--- config.mk ---
export PLATFORM = sky130hd
export DESIGN_NAME = shared_mem_responder_flat
export DESIGN_NICKNAME = d
export VERILOG_FILES = /design/src/rtl/shared_mem_responder_if.sv /design/src/rtl/shared_mem_responder.sv /design/src/flat_wrapper.sv
export SDC_FILE = /design/constraint.sdc
export NUM_CORES = 1
export LEC_CHECK = 0
export ABC_AREA = 1
export CAP_MARGIN = 20
export CORE_AREA = 2 2 176 178
export DETAILED_ROUTE_END_ITERATION = 12
export DIE_AREA = 0 0 178 180
export PLACE_DENSITY = 0.78
export SETUP_SLACK_MARGIN = 0.02
export SYNTH_ARGS = -nofsm -noshare
export SYNTH_HDL_FRONTEND = slang
export SYNTH_SLANG_ARGS = --single-unit
export TNS_END_PERCENT = 5
--- constraint.sdc ---
create_clock -name clk -period 5.2 [get_ports clk]
set_input_delay 1.04 -clock clk [delete_from_list [all_inputs] [get_ports clk]]
set_output_delay 1.04 -clock clk [all_outputs]
set_load 0.05 [all_outputs]
--- src/rtl/shared_mem_responder_if.sv ---
// FPGA request/response port of the shared-memory responder.
// master = compute block (initiator), slave = responder.
interface shared_mem_responder_if #(
    parameter int ADDR_W = 21,
    parameter int DATA_W = 32
);
    logic              rd_req;
    logic              FPGA_wr_en;
    logic [ADDR_W-1:0] req_addr;
    logic [DATA_W-1:0] write_data;
    logic              rd_ready;
    logic [DATA_W-1:0] rd_data;

    modport master (
        output rd_req, FPGA_wr_en, req_addr, write_data,
        input  rd_ready, rd_data
    );

    modport slave (
        input  rd_req, FPGA_wr_en, req_addr, write_data,
        output rd_ready, rd_data
    );
endinterface

--- src/rtl/shared_mem_responder.sv ---
// Shared-memory responder: queues FPGA requests, arbitrates them against
// host PCI writes onto one SRAM port, returns read data with rd_ready.
// Ports: clk, rst_n (sync, active low); fpga (request/response bus);
// pci_wr_en/pci_req_addr/pci_input_data (host writes); flag_we/out_flag/
// in_flag (handshake flag register); sram_* (registered SRAM port plus
// sram_rdata); ovf_err (sticky overflow / protocol error).
module shared_mem_responder #(
    parameter int              ADDR_W     = 21,
    parameter int              DATA_W     = 32,
    parameter int              RD_LAT     = 1,
    parameter int              FIFO_DEPTH = 4,
    parameter logic [ADDR_W-1:0] FLAG_ADDR = '0
) (
    input  logic                 clk,
    input  logic                 rst_n,
    shared_mem_responder_if.slave fpga,
    input  logic                 pci_wr_en,
    input  logic [ADDR_W-1:0]    pci_req_addr,
    input  logic [DATA_W-1:0]    pci_input_data,
    input  logic                 flag_we,
    input  logic [31:0]          out_flag,
    output logic [31:0]          in_flag,
    output logic [ADDR_W-1:0]    sram_addr,
    output logic [DATA_W-1:0]    sram_wdata,
    output logic                 sram_we,
    output logic                 sram_re,
    input  logic [DATA_W-1:0]    sram_rdata,
    output logic                 ovf_err
);

    localparam int PTR_W = (FIFO_DEPTH > 1) ? $clog2(FIFO_DEPTH) : 1;
    localparam int CNT_W = $clog2(FIFO_DEPTH + 1);

    typedef struct packed {
        logic              is_wr;
        logic [ADDR_W-1:0] addr;
        logic [DATA_W-1:0] data;
    } req_t;

    req_t              fifo_mem [FIFO_DEPTH];
    logic [PTR_W-1:0]  wr_ptr;
    logic [PTR_W-1:0]  rd_ptr;
    logic [CNT_W-1:0]  count;
    logic [RD_LAT:0]   rd_vld;

    req_t in_req;
    req_t head;
    logic push;
    logic pop;
    logic accept;
    logic full;
    logic empty;
    logic pci_flag;
    logic pci_sram;
    logic proto_err;
    logic issue_rd;

    function automatic logic [PTR_W-1:0] ptr_next(input logic [PTR_W-1:0] p);
        return (p == PTR_W'(FIFO_DEPTH - 1)) ? '0 : p + 1'b1;
    endfunction

    always_comb begin
        // A simultaneous read is dropped; only the write survives.
        in_req.is_wr = fpga.FPGA_wr_en;
        in_req.addr  = fpga.req_addr;
        in_req.data  = fpga.write_data;
        push      = fpga.FPGA_wr_en | fpga.rd_req;
        proto_err = fpga.FPGA_wr_en & fpga.rd_req;
        pci_flag  = pci_wr_en && (pci_req_addr == FLAG_ADDR);
        pci_sram  = pci_wr_en && !pci_flag;
        empty     = (count == '0);
        full      = (count == CNT_W'(FIFO_DEPTH));
        // An empty queue lets the arriving request issue at the same edge
        // it is captured; it still reaches SRAM only through the registers.
        pop       = !pci_sram && (!empty || push);
        accept    = push && (!full || pop);
        head      = empty ? in_req : fifo_mem[rd_ptr];
        issue_rd  = pop && !head.is_wr;
    end

    always_ff @(posedge clk) begin
        if (accept) begin
            fifo_mem[wr_ptr] <= in_req;
        end
    end

    always_ff @(posedge clk) begin
        if (!rst_n) begin
            wr_ptr <= '0;
            rd_ptr <= '0;
            count  <= '0;
        end else begin
            if (accept) begin
                wr_ptr <= ptr_next(wr_ptr);
            end
            if (pop) begin
                rd_ptr <= ptr_next(rd_ptr);
            end
            unique case ({accept, pop})
                2'b10:   count <= count + 1'b1;
                2'b01:   count <= count - 1'b1;
                default: count <= count;
            endcase
        end
    end

    always_ff @(posedge clk) begin
        if (!rst_n) begin
            sram_addr  <= '0;
            sram_wdata <= '0;
            sram_we    <= 1'b0;
            sram_re    <= 1'b0;
        end else if (pci_sram) begin
            sram_addr  <= pci_req_addr;
            sram_wdata <= pci_input_data;
            sram_we    <= 1'b1;
            sram_re    <= 1'b0;
        end else if (pop) begin
            sram_addr  <= head.addr;
            sram_wdata <= head.data;
            sram_we    <= head.is_wr;
            sram_re    <= !head.is_wr;
        end else begin
            sram_we    <= 1'b0;
            sram_re    <= 1'b0;
        end
    end

    // Stage k is set k cycles after sram_re; stage RD_LAT marks valid rdata.
    always_ff @(posedge clk) begin
        if (!rst_n) begin
            rd_vld        <= '0;
            fpga.rd_ready <= 1'b0;
            fpga.rd_data  <= '0;
        end else begin
            rd_vld        <= {rd_vld[RD_LAT-1:0], issue_rd};
            fpga.rd_ready <= rd_vld[RD_LAT];
            if (rd_vld[RD_LAT]) begin
                fpga.rd_data <= sram_rdata;
            end
        end
    end

    // Host wins a same-cycle flag collision.
    always_ff @(posedge clk) begin
        if (!rst_n) begin
            in_flag <= '0;
        end else if (pci_flag) begin
            in_flag <= 32'(pci_input_data);
        end else if (flag_we) begin
            in_flag <= out_flag;
        end
    end

    always_ff @(posedge clk) begin
        if (!rst_n) begin
            ovf_err <= 1'b0;
        end else if (proto_err || (push && !accept)) begin
            ovf_err <= 1'b1;
        end
    end

endmodule
--- src/flat_wrapper.sv ---
// flat-port wrapper written by rule: the top's interface ports become plain ports
module shared_mem_responder_flat 
#(
    parameter int              ADDR_W     = 21,
    parameter int              DATA_W     = 32,
    parameter int              RD_LAT     = 1,
    parameter int              FIFO_DEPTH = 4,
    parameter logic [ADDR_W-1:0] FLAG_ADDR = '0
)
  (clk, rst_n, pci_wr_en, pci_req_addr, pci_input_data, flag_we, out_flag, in_flag, sram_addr, sram_wdata, sram_we, sram_re, sram_rdata, ovf_err, fpga_rd_req, fpga_FPGA_wr_en, fpga_req_addr, fpga_write_data, fpga_rd_ready, fpga_rd_data);
  shared_mem_responder_if #(.ADDR_W(ADDR_W), .DATA_W(DATA_W)) fpga_i ();
  input  logic clk;
  input  logic rst_n;
  input  logic pci_wr_en;
  input  logic [ADDR_W-1:0] pci_req_addr;
  input  logic [DATA_W-1:0] pci_input_data;
  input  logic flag_we;
  input  logic [31:0] out_flag;
  output logic [31:0] in_flag;
  output logic [ADDR_W-1:0] sram_addr;
  output logic [DATA_W-1:0] sram_wdata;
  output logic sram_we;
  output logic sram_re;
  input  logic [DATA_W-1:0] sram_rdata;
  output logic ovf_err;
  input wire logic [$bits(fpga_i.rd_req)-1:0] fpga_rd_req;
  input wire logic [$bits(fpga_i.FPGA_wr_en)-1:0] fpga_FPGA_wr_en;
  input wire logic [$bits(fpga_i.req_addr)-1:0] fpga_req_addr;
  input wire logic [$bits(fpga_i.write_data)-1:0] fpga_write_data;
  output wire logic [$bits(fpga_i.rd_ready)-1:0] fpga_rd_ready;
  output wire logic [$bits(fpga_i.rd_data)-1:0] fpga_rd_data;
  assign fpga_i.rd_req = fpga_rd_req;
  assign fpga_i.FPGA_wr_en = fpga_FPGA_wr_en;
  assign fpga_i.req_addr = fpga_req_addr;
  assign fpga_i.write_data = fpga_write_data;
  assign fpga_rd_ready = fpga_i.rd_ready;
  assign fpga_rd_data = fpga_i.rd_data;
  shared_mem_responder #(.ADDR_W(ADDR_W), .DATA_W(DATA_W), .RD_LAT(RD_LAT), .FIFO_DEPTH(FIFO_DEPTH), .FLAG_ADDR(FLAG_ADDR)) u_core (.clk(clk), .rst_n(rst_n), .fpga(fpga_i), .pci_wr_en(pci_wr_en), .pci_req_addr(pci_req_addr), .pci_input_data(pci_input_data), .flag_we(flag_we), .out_flag(out_flag), .in_flag(in_flag), .sram_addr(sram_addr), .sram_wdata(sram_wdata), .sram_we(sram_we), .sram_re(sram_re), .sram_rdata(sram_rdata), .ovf_err(ovf_err));
endmodule
[Word level (Yosys, flattened, before mapping)]
Memory sizes are Yosys's and may differ from the RTL's. A register that Yosys moved wholly into a read port is not among the register bits.
Index checks and enable logic that the tools add are counted.
Storage, ports and cells
  bits in registers: 130
  bits in writable memories: 216
  input bits: 176
  memories: 1
Memory list
  u_core.fifo_mem: words 4, bits a word 54, read ports 1, clocked after Yosys merged registers in 1, wr ports 1, line shared_mem_responder.sv:40  | req_t fifo_mem [FIFO_DEPTH];
Operators by class
  add/sub/neg operators: 4
  equal/unequal tests: 5
  multiplexer cells: 16
  bitwise operators: 4
  reductions and logical operators: 21
Operator list (number)
  $mux W32: 4
  $mux W54: 1
  $mux W21: 2
  $logic_not A21 Y1: 1
  $mux W2: 4
  $eq A2 B2 Y1 const B: 3
  $logic_and A1 B1 Y1: 6
  $logic_not A1 Y1: 6
  $pmux W3 S2: 1
  $reduce_bool A2 Y1: 3
  $add A2 B1 Y2 const B: 2
  $mux W1: 4
  $add A3 B1 Y3 const B: 1
  $eq A3 B3 Y1 const B: 1
  $logic_not A3 Y1: 1
  $logic_or A1 B1 Y1: 3
  $reduce_or A3 Y1: 1
  $sub A3 B1 Y3 const B: 1
  $eq A2 B1 Y1 const B: 1
  $not A1 Y1: 2
  $and A1 B1 Y1: 1
  $or A1 B1 Y1: 1

[Logic depth before layout (Yosys ltp)]
Gate-level depths: netlist of the first run.
  depth after elaboration: 11
  mapped depth: 15
  depth with buffers taken out: 14

[Worst setup path before layout of the first run]
No wires, ideal clock.
  kind: input port to flip-flop
  start: input port pci_req_addr[0]
  end: memory u_core.fifo_mem[0][0] (netlist bit), enable pin
  data arrival time: 4050 ps
  data required time: 4734 ps
  slack: 684 ps
  cell stages on the path: 6
  path buffers: 0
  cell sequence: or2_1 -> nor2_1 -> nand3_2 -> nand3_1 -> nand2_1 -> nor2_1
On the way
  cells in the longest elaborated chain, start to end: 10
RTL lines
  from (decl): line flat_wrapper.sv:15  | input logic [ADDR_W-1:0] pci_req_addr;
  $logic_not A21 Y1: line shared_mem_responder.sv:69  | pci_flag = pci_wr_en && (pci_req_addr == FLAG_ADDR);
  $logic_and A1 B1 Y1: line shared_mem_responder.sv:69
  $logic_not A1 Y1: line shared_mem_responder.sv:70  | pci_sram = pci_wr_en && !pci_flag;
  $logic_and A1 B1 Y1: line shared_mem_responder.sv:70
  $logic_not A1 Y1: line shared_mem_responder.sv:75  | pop = !pci_sram && (!empty || push);
  $logic_and A1 B1 Y1: line shared_mem_responder.sv:75
  $logic_or A1 B1 Y1: line shared_mem_responder.sv:76  | accept = push && (!full || pop);
  $logic_and A1 B1 Y1: line shared_mem_responder.sv:76
  $mux W1: line shared_mem_responder.sv:82  | if (accept) begin
  $mux W1 (not written as such): line shared_mem_responder.sv:83  | fifo_mem[wr_ptr] <= in_req;
  to (decl): line shared_mem_responder.sv:40
No other way between the ends.

[Worst setup path in the final report of the first run]
  start: input port pci_req_addr[14]
  end: register u_core.count[2]
On the way
  cells in the longest elaborated chain, start to end: 10
RTL lines
  $logic_not A21 Y1 *: line shared_mem_responder.sv:69
  $logic_and A1 B1 Y1 *: line shared_mem_responder.sv:69
  $logic_not A1 Y1 *: line shared_mem_responder.sv:70
  $logic_and A1 B1 Y1 *: line shared_mem_responder.sv:70
  $logic_not A1 Y1 *: line shared_mem_responder.sv:75
  $logic_and A1 B1 Y1 *: line shared_mem_responder.sv:75
  net u_core.pop: line shared_mem_responder.sv:49  | logic pop;
  $logic_or A1 B1 Y1: line shared_mem_responder.sv:76
  $logic_and A1 B1 Y1: line shared_mem_responder.sv:76
  $eq A2 B1 Y1 / $eq A2 B2 Y1 (equally long branches): line shared_mem_responder.sv:99  | unique case ({accept, pop})
  $pmux W3 S2 / $reduce_bool A2 Y1 (equally long branches)
  to (signal assigned): line shared_mem_responder.sv:100  | 2'b10: count <= count + 1'b1;
  to (signal assigned): line shared_mem_responder.sv:101  | 2'b01: count <= count - 1'b1;
  to (signal assigned): line shared_mem_responder.sv:102  | default: count <= count;
  to (decl): line shared_mem_responder.sv:43  | logic [CNT_W-1:0] count;
Mark *: on every way through the listed nets, which the timed path passes. The rest lies on a longest branch.
A chain may end at the register's enable or synchronous reset.

==> results of run 1 <==
==> registers in the layout, summed over array words and instances (netlist names), named ones only <==
| register | cells |
|---|---|
| u_core.sram_addr | 21 |
| u_core.rd_vld | 2 |
| u_core.count | 3 |
| u_core.in_flag | 32 |
| u_core.fpga.rd_data | 32 |
| u_core.sram_we | 1 |
| u_core.sram_re | 1 |
| u_core.rd_ptr | 2 |
| u_core.ovf_err | 1 |
| u_core.fifo_mem | 216 |
| u_core.wr_ptr | 2 |
| u_core.sram_wdata | 32 |
| u_core.fpga.rd_ready | 1 |
==> metrics by stage <==
step           cell area (sq um)  power [mW]  hold WS, ps  setup slack, ps
2_1_floorplan              15700        4.43          390              684
3_3_place_gp               18900        5.03          410             1140
3_5_place_dp               18900        5.07          413             1200
4_1_cts                    20100        7.61          434             1730
5_1_grt                    20100        7.89          455             1460
6_report                   20100        7.56          431             1670
==> cell type report <==
class,instances,share of cell area
Antenna cell,1,0.000125
Clock buffer,51,0.0514
Clock inverter,16,0.00666
Inverter,287,0.0537
Multi-Input combinational cell,1101,0.252
Sequential cell,348,0.454
Tap cell,396,0.0247
Timing Repair Buffer,316,0.157
==> kinds of logic (layout without fill, tap and decap cells) <==
family	after synthesis	after routing	share of synthesized area
AOI/OAI and AO/OA	78	78	0.0249
adders and majority gates	7	7	0.00606
buffers and inverters	399	670	0.0981
DFF	348	348	0.582
muxes	32	32	0.0230
other	0	1	0
and+or+nand+nor	984	984	0.266
==> layout by cell type (no fill, tap or decap), types with 33 or more instances in the layout <==
cell type	count
nand3_1	322
nor2_1	123
nand2_1	494
inv_1	281
clkbuf_16	38
dfxtp_1	130
nor3_1	33
o21ai_0	38
o21ai_1	33
edfxtp_1	216
clkdlybuf4s50_1	293
==> how the worst min path moves through the flow <==
stage | slack, ps | endpoint | cells after the start
after global routing | 460 | u_core.rd_vld[1]$_SDFF_PN0_ | 2
final | 430 | u_core.rd_vld[1]$_SDFF_PN0_ | 2
after global placement | 410 | u_core.rd_vld[1]$_SDFF_PN0_ | 2
after CTS | 430 | u_core.rd_vld[1]$_SDFF_PN0_ | 2
after floorplan | 390 | u_core.rd_vld[1]$_SDFF_PN0_ | 2
after detailed placement | 410 | u_core.rd_vld[1]$_SDFF_PN0_ | 2
==> layer usage <==
metal | share of wire | vias to the layer above | global-route usage
met3 | 0.097 | 93 | 0.0666
met5 | 0.00021 | - | 0
li1 | - | 6388 | -
met2 | 0.48 | 604 | 0.465
met1 | 0.39 | 6086 | 0.336
met4 | 0.031 | 2 | 0.0967
==> worst min-delay path, stage by stage, from the launching register on <==
cell     delay [ps]
dfxtp_1         300
nand2_1          50
inv_1            50
==> power groups by stage <==
stage	combinational (mW)	clock (mW)	sequential, mW
after global placement	1.67	0	3.36
after floorplan	0.802	0	3.63
final	1.70	2.54	3.31
after global routing	1.87	2.69	3.33
after CTS	1.71	2.59	3.31
after detailed placement	1.70	0	3.37
==> flow_summary.json, run 1 <==
{
  "outcome": "finished, final reports clean",
  "via_per_inst": 5.24,
  "skew_ps": 16.1,
  "r2r-end": "u_core.sram_wdata[29]$_SDFFE_PN0P_",
  "final.setup.tns_ps": 0,
  "cts_root_buf": "clkbuf_16",
  "die-height_microns": 180,
  "syn_to_final_growth_pct": 28.1,
  "cts_setup_buffers": 0,
  "synth_area_sq_um": 15700,
  "min_path_type": "reg2reg",
  "syn_avg_cell_area_sq_um": 8.49,
  "endpoint_kind": "flip-flop",
  "peakVddDrop_mv": 0.246,
  "worst_pin_slew_ps": 1060,
  "cts_buffers": 37,
  "slew_viol_final": 0,
  "synth_ff_type": "edfxtp_1",
  "fin_cells": 2516,
  "final_core_util": 0.666,
  "r2r_slack_ps": 2270,
  "fmax_ghz": 0.283,
  "syn_nets": 2031,
  "critical_path.startpoint": "pci_req_addr[14]",
  "seq_power_share": 0.438,
  "track_usage": 0.273,
  "worst_ep_arrival_time_ps": 3930,
  "wl_microns": 43800,
  "hp-start": "u_core.rd_vld[0]$_SDFF_PN0_",
  "cts.sink_count": 348,
  "cellPowerDensity_nw_per_um2": 376,
  "finalCritPeriodShare": 0.678,
  "pin_count": 297,
  "placementRows": 64,
  "synth-edff-count": 216,
  "post-synth-top-count-cell": "nand2_1",
  "drc": 0,
  "vias": 13173,
  "insertion_delay_ps": 520,
  "synthTopCellsByArea": "edfxtp_1, dfxtp_1, nand2_1",
  "ctsLongestPathBuffers": 3,
  "place_inst": 2448,
  "power_switching_mw": 2.29,
  "synth_warnings": 0,
  "worstSetupPathType": "in2reg",
  "htree_levels": 2,
  "sw_frac_of_total": 0.303,
  "pwr-share-comb": 0.225,
  "cts_resized": 0,
  "cp_max_fo": 22,
  "grt_first_pass_wirelength_microns": 68800,
  "drive_gt1_frac": 0.0585,
  "setup_viol": 0,
  "cp_top_family": "simple AND/OR/NAND/NOR gates",
  "drtIter0Drc": 941,
  "multiInputGateArea_sq_um": 5070,
  "synth_cells": 1848,
  "maxCapViolCount": 0,
  "synth_top_area_frac": 0.413,
  "pwr-share-clk": 0.336,
  "critPathSlowestCell": "clkdlybuf4s50_1",
  "initial_core_util": 0.520,
  "crit_buf_inv": 3,
  "cp-start-kind": "primary input",
  "overflow": 0,
  "hpwl_microns": 27400,
  "routedWlPerCell_microns": 17.4,
  "min_period_ps": 3530,
  "synthArstFlopShare": 0,
  "ff_latch_area_sq_um": 9130,
  "yosysUniqueCellTypes": 24,
  "slew_headroom": 0.289,
  "worstPathRequired_ps": 5610,
  "yosysSeqAreaShare": 0.582,
  "cts_tree": "done",
  "cpPeakStageDelay_ps": 460,
  "clk_transition_reported_paths_ps": 60,
  "synth_top_area_cell": "edfxtp_1",
  "synth_common_cells": "nand2_1, nand3_1, inv_1",
  "nets": 2274,
  "placeableCoreArea_sq_um": 30200,
  "power.leakage_nw": 9.13,
  "die_w_microns": 178,
  "first_global_vias": 13120,
  "finalWeightedCongestion": 0.850,
  "cp.depth": 15,
  "finalHoldViolations": 0,
  "antenna_found_initial": 2,
  "fillers": 2395,
  "cp-endpoint": "u_core.count[2]$_SDFFE_PN0P_",
  "die_area_sq_um": 32000,
  "r2r_cells": 12,
  "postCtsHoldBufs": 0,
  "drtAntennaViolNets": 0,
  "rsz0062_at_grt": "no",
  "drt_first_pass_iters": 7,
  "ys_ff_latch": 348,
  "cp_cell_sequence": "clkdlybuf4s50_1 -> nor2_1 -> nand2_1 -> nor2_1 -> nand3_4 -> nand2_4 -> nand2_1 -> inv_2 -> ha_1 -> inv_1 -> fa_1 -> a21oi_1 -> o21ai_0 -> o21ai_0 -> a21oi_1",
  "grt_max_degree": 88,
  "io_buffers": 296,
  "p_int_mw": 5.27
}
No activity file was read; power rests on OpenSTA's default activity.
==> run 2, diff against run 1 <==
Clock period 5.2 ns to 3.41 ns, I/O delays scaled along.
==> run 2 against run 1 <==
Power up 56%. Combinational power increased by 56%. Utilization increased by 0.77 points. Design area is 1.2% higher. Register-to-register slack lost 1600 ps. Flip-flop and latch count stayed put. Count of clock-buffer cells in the layout up 1. Die area did not move. Clock power up 61%. Via count increased by 1.4%.
==> flow_summary.json, run 2 (same netlist as run 1, synthesis figures left out) <==
{
  "outcome": "finished, final reports clean",
  "overflow": 0,
  "cellPowerDensity_nw_per_um2": 579,
  "finalPower_mw": 11.8,
  "cts.sink_count": 348,
  "die_w_microns": 178,
  "power.leakage_nw": 9.25,
  "finalWeightedCongestion": 0.847,
  "slew_headroom": 0.327,
  "insertion_delay_ps": 510,
  "worst_ep_arrival_time_ps": 3210,
  "peakVddDrop_mv": 0.400,
  "nets": 2287,
  "postCtsHoldBufs": 0,
  "antenna_found_initial": 1,
  "first_global_vias": 13292,
  "die_area_sq_um": 32000,
  "grt_first_pass_wirelength_microns": 69700,
  "r2r_slack_ps": 690,
  "fin_area_sq_um": 20300,
  "worstPathRequired_ps": 3810,
  "die-height_microns": 180,
  "track_usage": 0.276,
  "drtIter0Drc": 1128,
  "io_buffers": 296,
  "syn_to_final_growth_pct": 29.6,
  "r2r_cells": 9,
  "worst_pin_slew_ps": 1010,
  "min_path_type": "reg2reg",
  "worstSetupPathType": "in2reg",
  "placeableCoreArea_sq_um": 30200,
  "cts_resized": 0,
  "min_to": "u_core.rd_vld[1]$_SDFF_PN0_",
  "endpoint_kind": "flip-flop",
  "final.setup.tns_ps": 0,
  "finalHoldViolations": 0,
  "setup_viol": 0,
  "finalCritPeriodShare": 0.826,
  "skew_ps": 12.0,
  "cp-start-kind": "primary input",
  "cts_tree": "done",
  "initial_core_util": 0.520,
  "largest_reg_flops": 216,
  "final_cell_mix": "nand2_1, nand3_1, clkdlybuf4s50_1, inv_1, edfxtp_1",
  "rsz0062_at_grt": "no",
  "placementRows": 64,
  "htree_levels": 2,
  "grt_max_degree": 108,
  "hp-start": "u_core.rd_vld[0]$_SDFF_PN0_",
  "routedWlPerCell_microns": 17.8,
  "pin_count": 297,
  "holdPathStages": 2,
  "cp_max_fo": 4,
  "top_register": "u_core.fifo_mem",
  "drtAntennaViolNets": 0,
  "ctsLongestPathBuffers": 3,
  "cts_setup_buffers": 0,
  "drive_gt1_frac": 0.0624,
  "vias": 13351,
  "drc": 0,
  "cts_root_buf": "clkbuf_16",
  "wl_microns": 45000,
  "hpwl_microns": 28100,
  "cts_buffers": 38,
  "drt_first_pass_iters": 5,
  "maxCapViolCount": 0,
  "diodes": 0,
  "via_per_inst": 5.28,
  "r2r-end": "u_core.sram_re$_SDFF_PP0_",
  "fmax_ghz": 0.355,
  "slew_viol_final": 0,
  "dpl_cell_area_sq_um": 19100,
  "critical_path.startpoint": "pci_req_addr[19]",
  "clk_transition_reported_paths_ps": 60,
  "mostFrequentLayoutCell": "nand2_1",
  "min_period_ps": 2820
}
-- run 2: cell types whose count changed in the layout (fill, tap and decap cells not counted) --
cell	previous run	this run
buf_4	17	24
diode_2	1	0
clkinvlp_2	1	0
clkinvlp_4	1	0
clkinv_1	6	9
clkbuf_8	3	0
inv_6	2	0
clkbuf_1	9	11
buf_12	4	8
clkbuf_4	1	0
clkbuf_16	38	41
bufinv_16	2	4
buf_16	0	1
-- run 2: final cells by class --
type / instances / area [sq um]
Tap cell: 396 / 495
Clock buffer: 52 / 1070
Sequential cell: 348 / 9130
Timing Repair Buffer: 328 / 3310
Fill cell: 2336 / 9860
Inverter: 287 / 1080
Multi-Input combinational cell: 1101 / 5070
Clock inverter: 17 / 175
-- run 2: critical path: stages --
cell and delay (ps):
clkdlybuf4s50_1 440, nor2_1 270, nand2_1 80, nor2_1 230
nand3_4 170, nand2_4 90, nand2_1 80, inv_2 90
ha_1 140, inv_1 60, fa_1 380, a21oi_1 160
o21ai_0 120, o21ai_0 160, a21oi_1 50
-- run 2: metrics by stage --
| stage | setup slack, ps | util | instances | hold slack, ps |
|---|---|---|---|---|
| 5_1_grt | 371 | 0.673 | 2529 | 459 |
| 3_3_place_gp | 60.6 | 0.631 | 2459 | 405 |
| 4_1_cts | 569 | 0.673 | 2528 | 436 |
| 3_5_place_dp | 68.6 | 0.631 | 2459 | 415 |
| 6_report | 594 | 0.673 | 2529 | 437 |
| 2_1_floorplan | -748 | - | 1848 | 390 |
-- run 2: where the power goes --
| part | internal [mW] | switching (mW) |
|---|---|---|
| Sequential | 4.88 | 0.158 |
| Combinational | 0.902 | 1.76 |
| Clock | 2.49 | 1.59 |
| Total | 8.27 | 3.51 |
-- run 2: routing by layer --
layer,vias up,wire (microns),GRT usage,share of wire
met5,-,13,0,0.00029
met2,637,21800,0.481,0.49
met4,2,1060,0.0826,0.024
met3,79,4290,0.0654,0.095
met1,6218,17800,0.339,0.40
li1,6415,-,-,-
-- run 2: how the worst max path moves through the flow --
stage / to / slack [ps] / cells after the start
3_5_place_dp: u_core.sram_wdata[31]$_SDFFE_PN0P_ / 70 / 11
2_1_floorplan: u_core.fifo_mem[0][0]$_DFFE_PP_ / -750 / 6
6_report: u_core.count[2]$_SDFFE_PN0P_ / 590 / 15
4_1_cts: u_core.sram_wdata[31]$_SDFFE_PN0P_ / 570 / 11
5_1_grt: u_core.count[2]$_SDFFE_PN0P_ / 370 / 15
3_3_place_gp: u_core.count[2]$_SDFFE_PN0P_ / 60 / 15
